`src/rtl/sandpiper_7seg_scan_capture_if.sv`:
```
// Serial lines feeding the cascaded 74HCS596 pair, as seen by the scan-capture block.
interface sandpiper_7seg_scan_capture_if;
    logic SCLK_IN;
    logic DOUT_IN;
    logic RCLK_IN;
    logic OE_IN;

    modport master (output SCLK_IN, output DOUT_IN, output RCLK_IN, output OE_IN);
    modport slave  (input  SCLK_IN, input  DOUT_IN, input  RCLK_IN, input  OE_IN);
endinterface

```
`src/rtl/sandpiper_7seg_scan_capture.sv`:
```
// Reconstructs {CA,SEG} words from the 7-segment serial driver lines, keeps a per-character
// frame buffer of segments and brightness, and estimates brightness from the ~OE duty cycle.
module sandpiper_7seg_scan_capture #(
    parameter int SEG_CT        = 8,
    parameter int CAN_CT        = 8,
    parameter int DIMMING_STEPS = 256,
    parameter int TIMEOUT_CYC   = 4096,
    parameter int SYNC_STAGES   = 2
) (
    input  logic                             sys_clk,
    input  logic                             rst_n,
    input  logic                             en,
    sandpiper_7seg_scan_capture_if.slave     ser,
    output logic                             word_valid,
    output logic [SEG_CT+CAN_CT-1:0]         word_data,
    output logic [$clog2(CAN_CT)-1:0]        char_idx,
    output logic                             scan_done,
    output logic                             err_pulse,
    output logic [1:0]                       err_code,
    output logic [$clog2(DIMMING_STEPS)-1:0] bright_est,
    input  logic [$clog2(CAN_CT)-1:0]        rd_idx,
    output logic [SEG_CT-1:0]                rd_seg,
    output logic [$clog2(DIMMING_STEPS)-1:0] rd_bright
);
    localparam int W     = SEG_CT + CAN_CT;
    localparam int IDX_W = $clog2(CAN_CT);
    localparam int BR_W  = $clog2(DIMMING_STEPS);
    localparam int WIN_W = BR_W + 1;
    localparam int ON_W  = WIN_W + 1;
    localparam int TO_W  = $clog2(TIMEOUT_CYC + 1);

    typedef enum logic [1:0] {
        ERR_NONE    = 2'b00,
        ERR_BITS    = 2'b01,
        ERR_CA      = 2'b10,
        ERR_TIMEOUT = 2'b11
    } err_e;

    typedef struct packed {
        logic [SEG_CT-1:0] seg;
        logic [BR_W-1:0]   bright;
    } fb_entry_t;

    function automatic logic [IDX_W-1:0] onehot_pos(input logic [CAN_CT-1:0] v);
        onehot_pos = '0;
        for (int i = 0; i < CAN_CT; i++) begin
            if (v[i]) onehot_pos = IDX_W'(i);
        end
    endfunction

    // SCLK/RCLK carry one extra history flop so edges are seen on the last two stages.
    logic [SYNC_STAGES:0]   sclk_q, sclk_d, rclk_q, rclk_d;
    logic [SYNC_STAGES-1:0] dout_q, dout_d, oe_q, oe_d;

    logic [W-1:0]     sh_q, sh_d;
    logic [4:0]       bit_cnt_q, bit_cnt_d;
    logic [TO_W-1:0]  to_cnt_q, to_cnt_d;
    logic [WIN_W-1:0] win_cnt_q, win_cnt_d;
    logic [ON_W-1:0]  on_cnt_q, on_cnt_d;
    logic [BR_W-1:0]  bright_q, bright_d;
    logic [W-1:0]     word_data_q, word_data_d;
    logic [IDX_W-1:0] char_idx_q, char_idx_d;
    logic             word_valid_q, word_valid_d;
    logic             scan_done_q, scan_done_d;
    logic             err_pulse_q, err_pulse_d;
    err_e             err_code_q, err_code_d;
    fb_entry_t        fb_q [CAN_CT];
    fb_entry_t        fb_d [CAN_CT];
    fb_entry_t        rd_q, rd_d;

    logic              sclk_rise, rclk_rise, dout_s, oe_on;
    logic [W-1:0]      sh_cur;
    logic [CAN_CT-1:0] ca;
    logic              ca_ok;
    logic [IDX_W-1:0]  ca_idx;

    assign sclk_rise = en & sclk_q[SYNC_STAGES-1] & ~sclk_q[SYNC_STAGES];
    assign rclk_rise = en & rclk_q[SYNC_STAGES-1] & ~rclk_q[SYNC_STAGES];
    assign dout_s    = dout_q[SYNC_STAGES-1];
    assign oe_on     = ~oe_q[SYNC_STAGES-1];

    // A latch edge in the same cycle as a shift edge sees the shifted word.
    assign sh_cur = sclk_rise ? {dout_s, sh_q[W-1:1]} : sh_q;
    assign ca     = sh_cur[W-1:SEG_CT];
    assign ca_ok  = (ca != '0) && ((ca & (ca - 1'b1)) == '0);
    assign ca_idx = onehot_pos(ca);

    always_comb begin
        // NOTE: every variable receives a default first so no path leaves it unassigned (no latch).
        sclk_d       = {sclk_q[SYNC_STAGES-1:0], ser.SCLK_IN};
        rclk_d       = {rclk_q[SYNC_STAGES-1:0], ser.RCLK_IN};
        dout_d       = {dout_q[SYNC_STAGES-2:0], ser.DOUT_IN};
        oe_d         = {oe_q[SYNC_STAGES-2:0], ser.OE_IN};
        sh_d         = sh_q;
        bit_cnt_d    = bit_cnt_q;
        to_cnt_d     = to_cnt_q;
        win_cnt_d    = win_cnt_q + 1'b1;
        on_cnt_d     = on_cnt_q + ON_W'(oe_on);
        bright_d     = bright_q;
        word_data_d  = word_data_q;
        char_idx_d   = char_idx_q;
        word_valid_d = 1'b0;
        scan_done_d  = 1'b0;
        err_pulse_d  = 1'b0;
        err_code_d   = err_code_q;
        fb_d         = fb_q;

        if (!en) begin
            sh_d      = '0;
            bit_cnt_d = '0;
            to_cnt_d  = '0;
            win_cnt_d = '0;
            on_cnt_d  = '0;
        end else begin
            if (sclk_rise) begin
                sh_d      = sh_cur;
                bit_cnt_d = (bit_cnt_q == 5'd31) ? bit_cnt_q : bit_cnt_q + 5'd1;
                to_cnt_d  = '0;
            end else if (bit_cnt_q != '0) begin
                if (to_cnt_q == TO_W'(TIMEOUT_CYC - 1)) begin
                    err_pulse_d = 1'b1;
                    err_code_d  = ERR_TIMEOUT;
                    bit_cnt_d   = '0;
                    sh_d        = '0;
                    to_cnt_d    = '0;
                end else begin
                    to_cnt_d = to_cnt_q + 1'b1;
                end
            end

            // A latch with nothing shifted is the driver idling and is ignored.
            if (rclk_rise && bit_cnt_d != '0) begin
                if (bit_cnt_d != 5'(W)) begin
                    err_pulse_d = 1'b1;
                    err_code_d  = ERR_BITS;
                end else if (!ca_ok) begin
                    err_pulse_d = 1'b1;
                    err_code_d  = ERR_CA;
                end else begin
                    word_data_d        = sh_cur;
                    char_idx_d         = ca_idx;
                    fb_d[ca_idx].seg    = sh_cur[SEG_CT-1:0];
                    fb_d[ca_idx].bright = bright_q;
                    word_valid_d       = 1'b1;
                    scan_done_d        = (ca_idx == IDX_W'(CAN_CT - 1)) &&
                                         (char_idx_q == IDX_W'(CAN_CT - 2));
                end
                bit_cnt_d = '0;
                to_cnt_d  = '0;
            end

            // Window wrap: the wrap cycle's own ~OE sample opens the next window.
            if (win_cnt_q == '1) begin
                if (on_cnt_q >= ON_W'(2 * DIMMING_STEPS)) bright_d = '1;
                else                                      bright_d = BR_W'(on_cnt_q >> 1);
                on_cnt_d = ON_W'(oe_on);
            end
        end

        rd_d = fb_d[rd_idx];
    end

    // NOTE: sequential state uses non-blocking assignments only, so every flop samples pre-edge values.
    always_ff @(posedge sys_clk or negedge rst_n) begin
        if (!rst_n) begin
            sclk_q       <= '0;
            rclk_q       <= '0;
            dout_q       <= '0;
            oe_q         <= '0;
            sh_q         <= '0;
            bit_cnt_q    <= '0;
            to_cnt_q     <= '0;
            win_cnt_q    <= '0;
            on_cnt_q     <= '0;
            bright_q     <= '0;
            word_data_q  <= '0;
            char_idx_q   <= '0;
            word_valid_q <= 1'b0;
            scan_done_q  <= 1'b0;
            err_pulse_q  <= 1'b0;
            err_code_q   <= ERR_NONE;
            rd_q         <= '0;
            // NOTE: the frame buffer is tiny and must read as blank after reset, so it is built from resettable flops.
            for (int i = 0; i < CAN_CT; i++) fb_q[i] <= '0;
        end else begin
            sclk_q       <= sclk_d;
            rclk_q       <= rclk_d;
            dout_q       <= dout_d;
            oe_q         <= oe_d;
            sh_q         <= sh_d;
            bit_cnt_q    <= bit_cnt_d;
            to_cnt_q     <= to_cnt_d;
            win_cnt_q    <= win_cnt_d;
            on_cnt_q     <= on_cnt_d;
            bright_q     <= bright_d;
            word_data_q  <= word_data_d;
            char_idx_q   <= char_idx_d;
            word_valid_q <= word_valid_d;
            scan_done_q  <= scan_done_d;
            err_pulse_q  <= err_pulse_d;
            err_code_q   <= err_code_d;
            rd_q         <= rd_d;
            for (int i = 0; i < CAN_CT; i++) fb_q[i] <= fb_d[i];
        end
    end

    assign word_valid = word_valid_q;
    assign word_data  = word_data_q;
    assign char_idx   = char_idx_q;
    assign scan_done  = scan_done_q;
    assign err_pulse  = err_pulse_q;
    assign err_code   = err_code_q;
    assign bright_est = bright_q;
    assign rd_seg     = rd_q.seg;
    assign rd_bright  = rd_q.bright;
endmodule

```
`src/flat_wrapper.sv`:
```
// flat-port wrapper written by rule: the top's interface ports become plain ports
module sandpiper_7seg_scan_capture_flat 
#(
    parameter int SEG_CT        = 8,
    parameter int CAN_CT        = 8,
    parameter int DIMMING_STEPS = 256,
    parameter int TIMEOUT_CYC   = 4096,
    parameter int SYNC_STAGES   = 2
)
  (sys_clk, rst_n, en, word_valid, word_data, char_idx, scan_done, err_pulse, err_code, bright_est, rd_idx, rd_seg, rd_bright, ser_SCLK_IN, ser_DOUT_IN, ser_RCLK_IN, ser_OE_IN);
  sandpiper_7seg_scan_capture_if ser_i ();
  input  logic sys_clk;
  input  logic rst_n;
  input  logic en;
  output logic word_valid;
  output logic [SEG_CT+CAN_CT-1:0] word_data;
  output logic [$clog2(CAN_CT)-1:0] char_idx;
  output logic scan_done;
  output logic err_pulse;
  output logic [1:0] err_code;
  output logic [$clog2(DIMMING_STEPS)-1:0] bright_est;
  input  logic [$clog2(CAN_CT)-1:0] rd_idx;
  output logic [SEG_CT-1:0] rd_seg;
  output logic [$clog2(DIMMING_STEPS)-1:0] rd_bright;
  input wire logic [$bits(ser_i.SCLK_IN)-1:0] ser_SCLK_IN;
  input wire logic [$bits(ser_i.DOUT_IN)-1:0] ser_DOUT_IN;
  input wire logic [$bits(ser_i.RCLK_IN)-1:0] ser_RCLK_IN;
  input wire logic [$bits(ser_i.OE_IN)-1:0] ser_OE_IN;
  assign ser_i.SCLK_IN = ser_SCLK_IN;
  assign ser_i.DOUT_IN = ser_DOUT_IN;
  assign ser_i.RCLK_IN = ser_RCLK_IN;
  assign ser_i.OE_IN = ser_OE_IN;
  sandpiper_7seg_scan_capture #(.SEG_CT(SEG_CT), .CAN_CT(CAN_CT), .DIMMING_STEPS(DIMMING_STEPS), .TIMEOUT_CYC(TIMEOUT_CYC), .SYNC_STAGES(SYNC_STAGES)) u_core (.sys_clk(sys_clk), .rst_n(rst_n), .en(en), .ser(ser_i), .word_valid(word_valid), .word_data(word_data), .char_idx(char_idx), .scan_done(scan_done), .err_pulse(err_pulse), .err_code(err_code), .bright_est(bright_est), .rd_idx(rd_idx), .rd_seg(rd_seg), .rd_bright(rd_bright));
endmodule
```
`config.mk`:
```
export PLATFORM = sky130hd
export DESIGN_NAME = sandpiper_7seg_scan_capture_flat
export DESIGN_NICKNAME = d
export VERILOG_FILES = /design/src/rtl/sandpiper_7seg_scan_capture_if.sv /design/src/rtl/sandpiper_7seg_scan_capture.sv /design/src/flat_wrapper.sv
export SDC_FILE = /design/constraint.sdc
export NUM_CORES = 1
export LEC_CHECK = 0
export CAP_MARGIN = 20
export CORE_ASPECT_RATIO = 0.5
export CORE_UTILIZATION = 33
export DETAILED_ROUTE_END_ITERATION = 10
export DONT_BUFFER_PORTS = 1
export PLACE_DENSITY = 0.53
export SYNTH_ARGS = -nofsm -noshare
export SYNTH_HDL_FRONTEND = slang
export SYNTH_SLANG_ARGS = --single-unit
```
`constraint.sdc`:
```
create_clock -name sys_clk -period 7.75 [get_ports sys_clk]
set_clock_uncertainty 0.1 [all_clocks]
set_input_delay 2.325 -clock sys_clk [delete_from_list [all_inputs] [get_ports sys_clk]]
set_output_delay 2.325 -clock sys_clk [all_outputs]
set_load 0.02 [all_outputs]
```
==> metrics.md, run 1 <==
| Metric | Value |
|---|---|
| Fill count | `3,484` |
| Post-detailed-routing wire length | `about 32,000 um` |
| Global-route usage over all layers | `0.175` |
| I/O Pins | `between 50 and 60` |
| Cts bufs inserted | `25` |
| Hold buffers post-CTS | `0` |
| PwrDens | `about 200 nW/um2` |
| Final Hold Viols | `0` |
| R2R cell count | `11` |
| Int Power | `2.02 mW` |
| Final Wtd Congestion | `between 0.8 and 0.9` |
| First-pass GRT wire length | `slightly above 50,000 um` |
| Synth Cell Area | `12,000 um2` |
| Unrepaired setup endpoints after global routing | `no` |
| Worst hold path type | `reg -> reg` |
| Count of different cell masters after synthesis | `73` |
| Final Setup Violations | `0` |
| Die width | `272 um` |
| Post-synth top flop | `dfrtp_1` |
| Seq pwr share | `0.494` |
| CP endpoint kind | `flip-flop` |
| Cells after Synth | `1,186` |
| Post-cts resize count | `0` |
| Capture point of the worst path | `u_core.rd_bright[2]$_DFF_PN0_` |
| Final layout net count | `1,151` |
| Syn nets | `1,203` |
| Drt first pass iters | `5` |
| Initial detailed-routing violation count | `approximately 650` |
| CP Max Fanout | `29` |
| Critical path type | `in -> reg` |
| Vias in the first global route | `approximately 8,700` |
| Final worst slack | `slightly above 2 ns` |
| FP Rows | `48` |
| FMAX | `0.174 GHz` |
| Post-synth ARST share | `1.00` |
| Switching Power | `~0.6 mW` |
| Routed vias | `8,782` |
| Syn. warnings | `0` |
| CTS Sinks | `239` |
| Sequential share of the synthesized area | `0.499` |
| Clock slew at reported path FFs | `0.06 ns` |
| EDFF count, synth | `0` |
| Comb power frac | `0.038` |
| CTS Root Cell | `clkbuf_16` |
| Cell area after layout | `~13,000 um2` |
| Switching Fraction | `0.229` |
| Slew margin rel. | `0.260` |
| CP Launch Point | `en` |
| Setup crit start kind | `input port` |
| DPL Wire Length | `20,800 um` |
| Peak supply drop | `0.148 mV` |
| H-Tree Depth | `1` |
| Initial Util | `0.341` |
| Die area | `37,100 um2` |
| Period utilisation layout | `0.740` |
| Setup slack at placement | `1.50 ns` |
| Post-CTS setup buffer count | `0` |
| Via density | `~5.4` |
| Clock power frac | `0.468` |
| IO Port Bufs | `0` |
| Largest net degree at the start of global routing | `between 200 and 250` |
| Slew Viols, Final | `0` |
| Post-Syn Area per Cell | `10.1 um2` |
| Total global routing overflow | `0` |
| Die height | `about 140 um` |
| Max cap viols | `0` |
| Pleak | `6.49 nW` |
| Worst-skew pair later-pin latency | `between 0.5 and 0.6 ns` |
| Reg2reg start | `u_core.sclk_q[2]$_DFF_PN0_` |
| Area Growth Syn to Fin | `9.60%` |
| CTS tree | `yes` |
| Max clock buf depth | `3` |
| R2R Setup Slk | `3.22 ns` |
| Antenna violations before repair | `0` |
| Post-place instance area | `12,300 um2` |
| Setup TNS | `0 ns` |
| Flops & latches, synth | `239` |
| Crit path required time | `8.05 ns` |
| ANT nets after route | `0` |
| Status | `complete, no violations` |
| Worst EP arrival | `6.04 ns` |
| CORE AREA | `35,100 um2` |
| Reg-to-reg endpoint | `u_core.rd_bright[2]$_DFF_PN0_` |
| Crit path time final | `5.74 ns` |
| DR WL/cell | `19.7 um` |
| DR DRC count | `0` |
| Total power | `2.62 mW` |
| Worst-Margin Slew | `1.10 ns` |
| Layout cell share with drive strength beyond 1 | `0.111` |
## power by group through the flow
| stage | clock network (mW) | logic [mW] | registers, mW |
|---|---|---|---|
| floorplan | 0 | 0.0801 | 1.31 |
| global placement | 0 | 0.0986 | 1.32 |
| detailed placement | 0 | 0.0995 | 1.32 |
| CTS | 1.27 | 0.100 | 1.29 |
| global route | 1.31 | 0.110 | 1.29 |
| finish | 1.22 | 0.100 | 1.29 |
## worst min path at each step
stage	start	to	slack [ns]	depth (start not counted)
floorplan	u_core.dout_q[0]$_DFF_PN0_	u_core.dout_q[1]$_DFF_PN0_	0.23	0
global placement	u_core.dout_q[0]$_DFF_PN0_	u_core.dout_q[1]$_DFF_PN0_	0.25	0
detailed placement	u_core.dout_q[0]$_DFF_PN0_	u_core.dout_q[1]$_DFF_PN0_	0.23	0
CTS	u_core.rclk_q[0]$_DFF_PN0_	u_core.rclk_q[1]$_DFF_PN0_	0.27	0
global route	u_core.sclk_q[0]$_DFF_PN0_	u_core.sclk_q[1]$_DFF_PN0_	0.28	0
finish	u_core.sclk_q[0]$_DFF_PN0_	u_core.sclk_q[1]$_DFF_PN0_	0.27	0
## kinds of logic after synthesis
family / count (synthesis) / synth area share
and+or+nand+nor: 373 / 0.153
AOI/OAI and AO/OA: 279 / 0.165
DFF: 239 / 0.499
buffers and inverters: 144 / 0.0507
muxes: 123 / 0.110
xor gates and xnor gates: 21 / 0.0153
adders and majority gates: 7 / 0.00731
## sequential cells by signal, summed over array words and instances (netlist names)
| register | flops |
|---|---|
| u_core.bit_cnt_q | 5 |
| u_core.bright_est | 8 |
| u_core.char_idx | 3 |
| u_core.dout_q | 2 |
| u_core.err_code | 2 |
| u_core.err_pulse | 1 |
| u_core.fb_q | 128 |
| u_core.oe_q | 2 |
| u_core.on_cnt_q | 10 |
| u_core.rclk_q | 3 |
| u_core.rd_bright | 8 |
| u_core.rd_seg | 8 |
| u_core.scan_done | 1 |
| u_core.sclk_q | 3 |
| u_core.sh_q | 16 |
| u_core.to_cnt_q | 13 |
| u_core.win_cnt_q | 9 |
| u_core.word_data | 16 |
| u_core.word_valid | 1 |
## synth_stat cells, drive strengths merged (2+ instances only)
cell type	count	share of area
and2	11	0.0057
nand2b	8	0.0042
a2111oi	3	0.0038
or4	4	0.0025
o41ai	15	0.011
a21boi	5	0.0034
and4	6	0.0044
and3	26	0.014
o211a	4	0.0033
nand4	21	0.011
a32oi	2	0.0015
nand3	19	0.0079
clkbuf	72	0.023
inv	39	0.012
mux2	54	0.052
nor4	4	0.0026
o21a	9	0.0056
a31oi	4	0.0021
or2	2	0.0010
nand2	150	0.047
a32o	6	0.0050
nor2	79	0.025
o211ai	51	0.034
a21oi	26	0.011
mux2i	69	0.058
a211oi	4	0.0029
dfrtp	239	0.50
a22oi	2	0.0013
buf	32	0.016
o32a	2	0.0017
nor2b	6	0.0031
or3	5	0.0026
o2111ai	4	0.0029
nor3	11	0.0046
o21ai	77	0.032
o22ai	3	0.0016
a22o	12	0.0088
a21o	5	0.0031
ha	7	0.0073
xor2	14	0.010
and4b	5	0.0042
o31ai	36	0.023
xnor2	7	0.0051
nand4b	10	0.0086
## final cells by class
type	count	area, um2	area share
flip-flops and latches	239	5980	0.455
multi-input cells	803	5400	0.411
clock buffers	39	738	0.0562
well taps	475	594	0.0452
repair buffers	25	188	0.0143
inverters	40	150	0.0114
clock inverters	6	83.8	0.00638
diodes	1	2.50	0.000190
## per-layer routing
| layer | track usage | share of wire | vias to the layer above |
|---|---|---|---|
| li1 | - | - | 4149 |
| met1 | 0.250 | 0.48 | 4435 |
| met2 | 0.273 | 0.44 | 156 |
| met3 | 0.0349 | 0.050 | 42 |
| met4 | 0.0443 | 0.023 | 0 |
| met5 | 0 | 0 | - |
## through the flow
step | hold WS, ns | cells | util
2_1_floorplan | 0.231 | 1186 | -
3_3_place_gp | 0.245 | 1581 | 0.350
3_5_place_dp | 0.235 | 1581 | 0.350
4_1_cts | 0.268 | 1626 | 0.374
5_1_grt | 0.284 | 1627 | 0.374
6_report | 0.267 | 1628 | 0.374
## placed cells by master (no fill, tap or decap), types with 8 or more instances in the layout
cell type	synthesis	routed
a21oi_1	26	26
a22o_1	12	12
and2_1	11	11
and3_1	26	26
buf_4	4	25
clkbuf_1	72	8
clkbuf_16	0	25
dfrtp_1	239	239
inv_1	39	39
mux2_2	45	45
mux2i_1	69	69
nand2_1	150	150
nand2b_1	8	8
nand3_1	19	19
nand4_1	20	20
nand4b_1	9	9
nor2_1	79	78
nor3_1	11	11
o211ai_1	46	46
o21a_1	9	9
o21ai_0	77	77
o31ai_1	36	36
o41ai_1	15	15
xor2_1	14	14
## worst max-delay path, stage by stage
cell	delay, ns
nand3b_2	0.36
buf_4	0.38
a211oi_1	0.33
nor4_2	0.07
buf_4	0.21
and4b_1	0.72
nand3_1	0.58
buf_4	0.43
and3_1	0.22
o31ai_1	0.26
nand4b_1	0.13
No activity file was read; power rests on OpenSTA's default activity.
==> inputs of run 2 (changes only) <==
--- a/config.mk
+++ b/config.mk
@@ -10,7 +10,7 @@
 export CORE_UTILIZATION = 33
 export DETAILED_ROUTE_END_ITERATION = 10
 export DONT_BUFFER_PORTS = 1
-export PLACE_DENSITY = 0.53
+export PLACE_DENSITY = 0.54
 export SYNTH_ARGS = -nofsm -noshare
 export SYNTH_HDL_FRONTEND = slang
 export SYNTH_SLANG_ARGS = --single-unit
==> constraint.sdc (replaced) <==
create_clock -name sys_clk -period 4.7 [get_ports sys_clk]
set_clock_uncertainty 0.1 [all_clocks]
set_input_delay 1.41 -clock sys_clk [delete_from_list [all_inputs] [get_ports sys_clk]]
set_output_delay 1.41 -clock sys_clk [all_outputs]
set_load 0.02 [all_outputs]
==> run 2 against run 1 <==
  * Worst setup slack worse by 1.3 ns
  * Largest power group is now the clock network
  * Largest cell class unchanged
  * Non-clock buffer count up 23
  * First-iteration DRC count up 24%
  * Critical path depth down 1
  * Routed wire length up 3.6%
==> metrics.md, run 2 (same netlist as run 1, synthesis figures left out) <==
| Metric | Value |
|---|---|
| Post-cts resize count | `0` |
| Largest Register | `u_core.fb_q` |
| Switching Fraction | `0.222` |
| Hold buffers post-CTS | `0` |
| DPL Wire Length | `21,900 um` |
| Switching Power | `roughly 1.0 mW` |
| CP endpoint kind | `flip-flop` |
| Global-route usage over all layers | `0.183` |
| Die width | `~270 um` |
| H-Tree Depth | `1` |
| Status | `complete, no violations` |
| DR DRC count | `0` |
| Setup crit start kind | `input port` |
| CTS Sinks | `239` |
| Post-detailed-routing wire length | `33,200 um` |
| Fin util | `0.384` |
| Dpl cells | `about 1,600` |
| Multi-input gate area | `5400 um2` |
| FP Rows | `48` |
| Fin cells | `1,651` |
| Number of flip-flops in the largest register | `128` |
| Slew margin rel. | `0.325` |
| Die height | `137 um` |
| Post-CTS setup buffer count | `0` |
| Worst EP arrival | `between 4 and 5 ns` |
| Crit path required time | `roughly 5 ns` |
| Clock slew at reported path FFs | `0.06 ns` |
| Pleak | `6.69 nW` |
| Cell area after layout | `13,500 um2` |
| Via density | `5.47` |
| CP Max Fanout | `29` |
| CTS Root Cell | `clkbuf_16` |
| Antenna violations before repair | `0` |
| Peak supply drop | `0.215 mV` |
| Layout cell share with drive strength beyond 1 | `0.132` |
| Max clock buf depth | `3` |
| CTS tree | `yes` |
| Initial Util | `0.341` |
| Commonest non-fill, non-tap cells in the layout | `dfrtp_1, nand2_1, nor2_1, o21ai_0, mux2i_1` |
| Max cap viols | `0` |
| Setup TNS | `0 ns` |
| Cts bufs inserted | `25` |
| PwrDens | `340 nW/um2` |
| Seq. cell area | `5980 um2` |
| I/O Pins | `58` |
| Final Hold Viols | `0` |
| Clock power frac | `0.497` |
| Drt first pass iters | `4` |
| Die area | `about 37,000 um2` |
| First-pass GRT wire length | `53,000 um` |
| Fill count | `about 3,500` |
| Largest net degree at the start of global routing | `240` |
| Initial detailed-routing violation count | `809` |
| Vias in the first global route | `8,946` |
| DR WL/cell | `roughly 20 um` |
| Unrepaired setup endpoints after global routing | `no` |
| Total global routing overflow | `0` |
| Routed vias | `9,033` |
| R2R Setup Slk | `0.97 ns` |
| FMAX | `0.252 GHz` |
| Comb power frac | `0.038` |
| Period utilisation layout | `0.845` |
| Setup slack at placement | `0.199 ns` |
| Critical path type | `in -> reg` |
| Slew Viols, Final | `0` |
| Worst-Margin Slew | `0.984 ns` |
| Commonest non-fill, non-tap cell in the layout | `dfrtp_1` |
| Worst-skew pair later-pin latency | `0.54 ns` |
| Total power | `4.59 mW` |
| Final Setup Violations | `0` |
| Int Power | `3.57 mW` |
| Hold_ws | `0.261 ns` |
| Crit path time final | `between 3 and 4 ns` |
| IO Port Bufs | `0` |
| Final worst slack | `about 0.73 ns` |
| CORE AREA | `35,100 um2` |
| Area Growth Syn to Fin | `12.5%` |
| ANT nets after route | `0` |
| Post-place instance area | `~13,000 um2` |
| Seq pwr share | `0.466` |
| Final Wtd Congestion | `0.892` |
| Final layout net count | `1,174` |
| Worst hold path type | `reg -> reg` |
run 2: cell count changes in the layout (fill, tap and decap cells not counted):
cell	before	now
nor2_1	78	79
clkbuf_1	8	3
buf_4	25	42
nor2_2	1	0
buf_12	0	5
clkbuf_8	6	4
clkinvlp_4	0	1
clkinv_4	0	1
buf_2	0	1
bufinv_16	2	7
run 2: metal layers:
metal,GRT usage,wire (um),up-vias
li1,-,-,4210
met1,0.257,15900,4540
met4,0.0400,631,0
met5,0,0,-
met2,0.292,14800,242
met3,0.0344,1850,41
run 2: final timing paths:
check                                             from                        endpoint  cells past startpoint
setup reg to reg           u_core.sh_q[11]$_DFFE_PN0P_   u_core.rd_bright[6]$_DFF_PN0_                      9
min in group asynchronous                        rst_n       u_core.fb_q[23]$_DFF_PN0_                      0
hold / removal              u_core.rclk_q[0]$_DFF_PN0_      u_core.rclk_q[1]$_DFF_PN0_                      0
hold reg to reg             u_core.rclk_q[0]$_DFF_PN0_      u_core.rclk_q[1]$_DFF_PN0_                      0
setup / recovery                                    en   u_core.rd_bright[6]$_DFF_PN0_                     10
max in group asynchronous                        rst_n  u_core.to_cnt_q[6]$_DFFE_PN0P_                      0
run 2: final cells by class:
| cell class | count | area share |
|---|---|---|
| Timing Repair Buffer | 48 | 0.0312 |
| Inverter | 40 | 0.0111 |
| Tap cell | 475 | 0.0441 |
| Antenna cell | 1 | 0.000186 |
| Clock inverter | 13 | 0.0186 |
| Clock buffer | 32 | 0.0513 |
| Multi-Input combinational cell | 803 | 0.400 |
| Sequential cell | 239 | 0.443 |
run 2: worst max-delay path, stage by stage:
cell	delay, ns
nand3b_2	0.20
buf_4	0.25
a2111oi_4	0.35
nand3_1	0.14
a21o_1	0.27
or4_1	0.75
buf_4	0.35
mux2i_1	0.17
o31ai_1	0.24
nand4b_1	0.13
run 2: power groups by stage:
stage | sequential, mW | clock [mW] | combinational (mW)
6_report | 2.14 | 2.28 | 0.172
5_1_grt | 2.14 | 2.43 | 0.188
4_1_cts | 2.14 | 2.35 | 0.171
3_5_place_dp | 2.17 | 0 | 0.170
3_3_place_gp | 2.17 | 0 | 0.169
2_1_floorplan | 2.16 | 0 | 0.132
==> inputs of run 3 (changes only) <==
--- a/config.mk
+++ b/config.mk
@@ -5,12 +5,13 @@
 export SDC_FILE = /design/constraint.sdc
 export NUM_CORES = 1
 export LEC_CHECK = 0
+export ABC_AREA = 1
 export CAP_MARGIN = 20
 export CORE_ASPECT_RATIO = 0.5
 export CORE_UTILIZATION = 33
 export DETAILED_ROUTE_END_ITERATION = 10
 export DONT_BUFFER_PORTS = 1
-export PLACE_DENSITY = 0.54
+export PLACE_DENSITY = 0.53
 export SYNTH_ARGS = -nofsm -noshare
 export SYNTH_HDL_FRONTEND = slang
 export SYNTH_SLANG_ARGS = --single-unit
==> constraint.sdc (replaced) <==
create_clock -name sys_clk -period 3.9 [get_ports sys_clk]
set_clock_uncertainty 0.1 [all_clocks]
set_input_delay 1.17 -clock sys_clk [delete_from_list [all_inputs] [get_ports sys_clk]]
set_output_delay 1.17 -clock sys_clk [all_outputs]
set_load 0.02 [all_outputs]
==> run 3 against run 2 <==
  * Area after synthesis up 3.4%
  * Non-clock buffer count is 1 higher
  * Total power increased by 13%
  * Via count rose by 12%
  * Sequential cell count stayed put
  * Highest routed layer unchanged
  * Global-route usage down 0.50 points
  * Worst hold slack worse by 0.021 ns
==> metrics.md, run 3 <==
| Metric | Value |
|---|---|
| Status | `complete, no violations` |
| Slew margin rel. | `0.474` |
| CP Max Fanout | `14` |
| Final Hold Viols | `0` |
| Critical path type | `reg -> reg` |
| Largest net degree at the start of global routing | `240` |
| Worst stage delay on the critical path | `between 0.3 and 0.4 ns` |
| Global-route usage over all layers | `0.178` |
| N_diodes | `0` |
| Share of the synthesized area in the top cell type | `0.483` |
| Worst-Margin Slew | `roughly 0.79 ns` |
| Initial detailed-routing violation count | `815` |
| Most common cell in the netlist | `nand2_1` |
| Syn. warnings | `0` |
| Post-Syn Area per Cell | `7.57 um2` |
| CORE AREA | `36,400 um2` |
| Clock slew at reported path FFs | `0.06 ns` |
| Count of different cell masters after synthesis | `40` |
| Vias in the first global route | `9,768` |
| Cell area after layout | `~14,000 um2` |
| Max clock buf depth | `3` |
| Total power | `5.18 mW` |
| CTS Root Cell | `clkbuf_16` |
| Post-place instance area | `13,000 um2` |
| Commonest non-fill, non-tap cells in the layout | `nand2_1, nand3_1, inv_1, dfrtp_1, nor2_1` |
| Post-synth top cells | `nand2_1, nand3_1, inv_1` |
| Dpl cells | `roughly 2,100` |
| Cell taking the most area after synthesis | `dfrtp_1` |
| Die height | `139 um` |
| Cts bufs inserted | `25` |
| Unrepaired setup endpoints after global routing | `no` |
| Worst-path cell chain | `ha_1 > inv_1 > nor2_1 > nand2_1 > nor2_2 > nand3_1 > nand2_1 > nand2_2 > o21ai_2 > nand2_1 > buf_4 > buf_4 > nor3_2 > inv_1 > a31oi_1 > a21oi_1` |
| Setup TNS | `0 ns` |
| CTS Sinks | `239` |
| Worst hold path type | `in -> async` |
| Drt first pass iters | `5` |
| Area Growth Syn to Fin | `10.9%` |
| Pleak | `7.29 nW` |
| CP endpoint kind | `flip-flop` |
| Die area | `~38,000 um2` |
| Syn nets | `1,654` |
| Synth Cell Area | `approximately 12,000 um2` |
| Period utilisation layout | `0.829` |
| Post-detailed-routing wire length | `33,100 um` |
| Post-synth ARST share | `1.00` |
| Layout cell share with drive strength beyond 1 | `0.0748` |
| Antenna violations before repair | `0` |
| Total global routing overflow | `0` |
| Fin cells | `2,142` |
| Number of flip-flops in the largest register | `128` |
| Largest Register | `u_core.fb_q` |
| H-Tree Depth | `1` |
| Final Wtd Congestion | `0.816` |
| Worst EP arrival | `about 3.6 ns` |
| Commonest non-fill, non-tap cell in the layout | `nand2_1` |
| Post-CTS setup buffer count | `0` |
| I/O Pins | `between 50 and 60` |
| Critical path's slowest cell | `dfrtp_1` |
| Die width | `276 um` |
| Peak supply drop | `between 0.2 and 0.3 mV` |
| Initial Util | `0.340` |
| EDFF count, synth | `0` |
| Fin util | `0.377` |
| Setup crit start kind | `flip-flop` |
| Cells after Synth | `1,637` |
| Final Setup Violations | `0` |
| Slew Viols, Final | `0` |
| ANT nets after route | `0` |
| Fill count | `3,851` |
| DR WL/cell | `15.5 um` |
| FP Rows | `49` |
| Final layout net count | `1,659` |
| PwrDens | `377 nW/um2` |
| CP most frequent cell | `nand2_1` |
| Hold buffers post-CTS | `0` |
| Crit path required time | `between 4 and 5 ns` |
| IO Port Bufs | `0` |
| Sequential share of the synthesized area | `0.483` |
| Routed vias | `10,100` |
| FMAX | `0.309 GHz` |
| DPL Wire Length | `between 20,000 and 25,000 um` |
| Crit path time final | `3.23 ns` |
| CTS tree | `yes` |
| Max cap viols | `0` |
| Worst-skew pair later-pin latency | `about 0.54 ns` |
| Post-synth top flop | `dfrtp_1` |
| Post-cts resize count | `0` |
| First-pass GRT wire length | `54,900 um` |
| DR DRC count | `0` |
| Flops & latches, synth | `~240` |
| Ranking of synthesized cells by area | `dfrtp_1, nand2_1, nand3_1` |
| Via density | `4.70` |
[run 3: changes by cell type after synthesis, moves of 35 or more]
cell | previous run | this run
clkbuf_1 | 72 | 26
o211ai_1 | 46 | 0
mux2_2 | 45 | 1
o31ai_1 | 36 | 1
mux2i_1 | 69 | 0
inv_1 | 39 | 245
nand2_1 | 150 | 510
and2_1 | 11 | 48
nand3_1 | 19 | 256
[run 3: worst paths after layout]
kind | to | cells after the start | startpoint | slack (ns)
setup reg to reg | u_core.to_cnt_q[9]$_DFFE_PN0P_ | 16 | u_core.to_cnt_q[0]$_DFFE_PN0P_ | 0.67
max in group asynchronous | u_core.on_cnt_q[9]$_DFF_PN0_ | 0 | rst_n | 2.80
hold reg to reg | u_core.sclk_q[1]$_DFF_PN0_ | 0 | u_core.sclk_q[0]$_DFF_PN0_ | 0.25
min in group sys_clk | u_core.sclk_q[1]$_DFF_PN0_ | 0 | u_core.sclk_q[0]$_DFF_PN0_ | 0.25
setup / recovery | u_core.to_cnt_q[9]$_DFFE_PN0P_ | 16 | u_core.to_cnt_q[0]$_DFFE_PN0P_ | 0.67
hold / removal | u_core.sclk_q[1]$_DFF_PN0_ | 0 | rst_n | 0.24
[run 3: cell families (layout without fill, tap and decap cells)]
| family | after synthesis | in the layout | share of synthesized area |
|---|---|---|---|
| AO/OA/AOI/OAI | 96 | 96 | 0.0420 |
| XOR/XNOR | 7 | 7 | 0.00495 |
| adder cells (fa/ha/maj) | 7 | 7 | 0.00707 |
| buffers and inverters | 321 | 342 | 0.108 |
| flip-flops | 239 | 239 | 0.483 |
| multiplexers | 1 | 1 | 0.000909 |
| AND/OR/NAND/NOR | 966 | 966 | 0.354 |
[run 3: layout make-up]
type | count | area (um2) | area share
Multi-Input combinational cell | 1077 | 5060 | 0.369
Tap cell | 484 | 606 | 0.0441
Sequential cell | 239 | 5980 | 0.435
Clock inverter | 9 | 77.6 | 0.00565
Clock buffer | 34 | 669 | 0.0487
Inverter | 250 | 938 | 0.0683
Timing Repair Buffer | 49 | 405 | 0.0295
[run 3: power by group]
group          switching [mW]  internal, mW  total, mW
Combinational           0.200         0.104      0.304
Sequential             0.0669          2.52       2.58
Clock                    1.03          1.27       2.30
Total                    1.29          3.89       5.18
[run 3: per-stage QoR]
stage	hold WS (ns)	setup slack, ns
after global routing	0.208	0.344
after CTS	0.199	0.675
after floorplan	0.231	0.702
final	0.240	0.665
after global placement	0.233	0.241
after detailed placement	0.237	0.239
[run 3: per-layer routing]
layer,up-vias,global-route usage,routed length (um)
li1,5158,-,-
met2,170,0.277,14600
met3,37,0.0270,1370
met5,-,0,0
met1,4711,0.258,16400
met4,0,0.0450,737
[run 3: critical path: cells and delay by family (launching register included)]
kind	cells	cell delay (ns)
AO/OA/AOI/OAI	3	0.39
adder cells (fa/ha/maj)	1	0.25
buffers and inverters	4	0.71
flip-flops	1	0.38
AND/OR/NAND/NOR	8	1.26
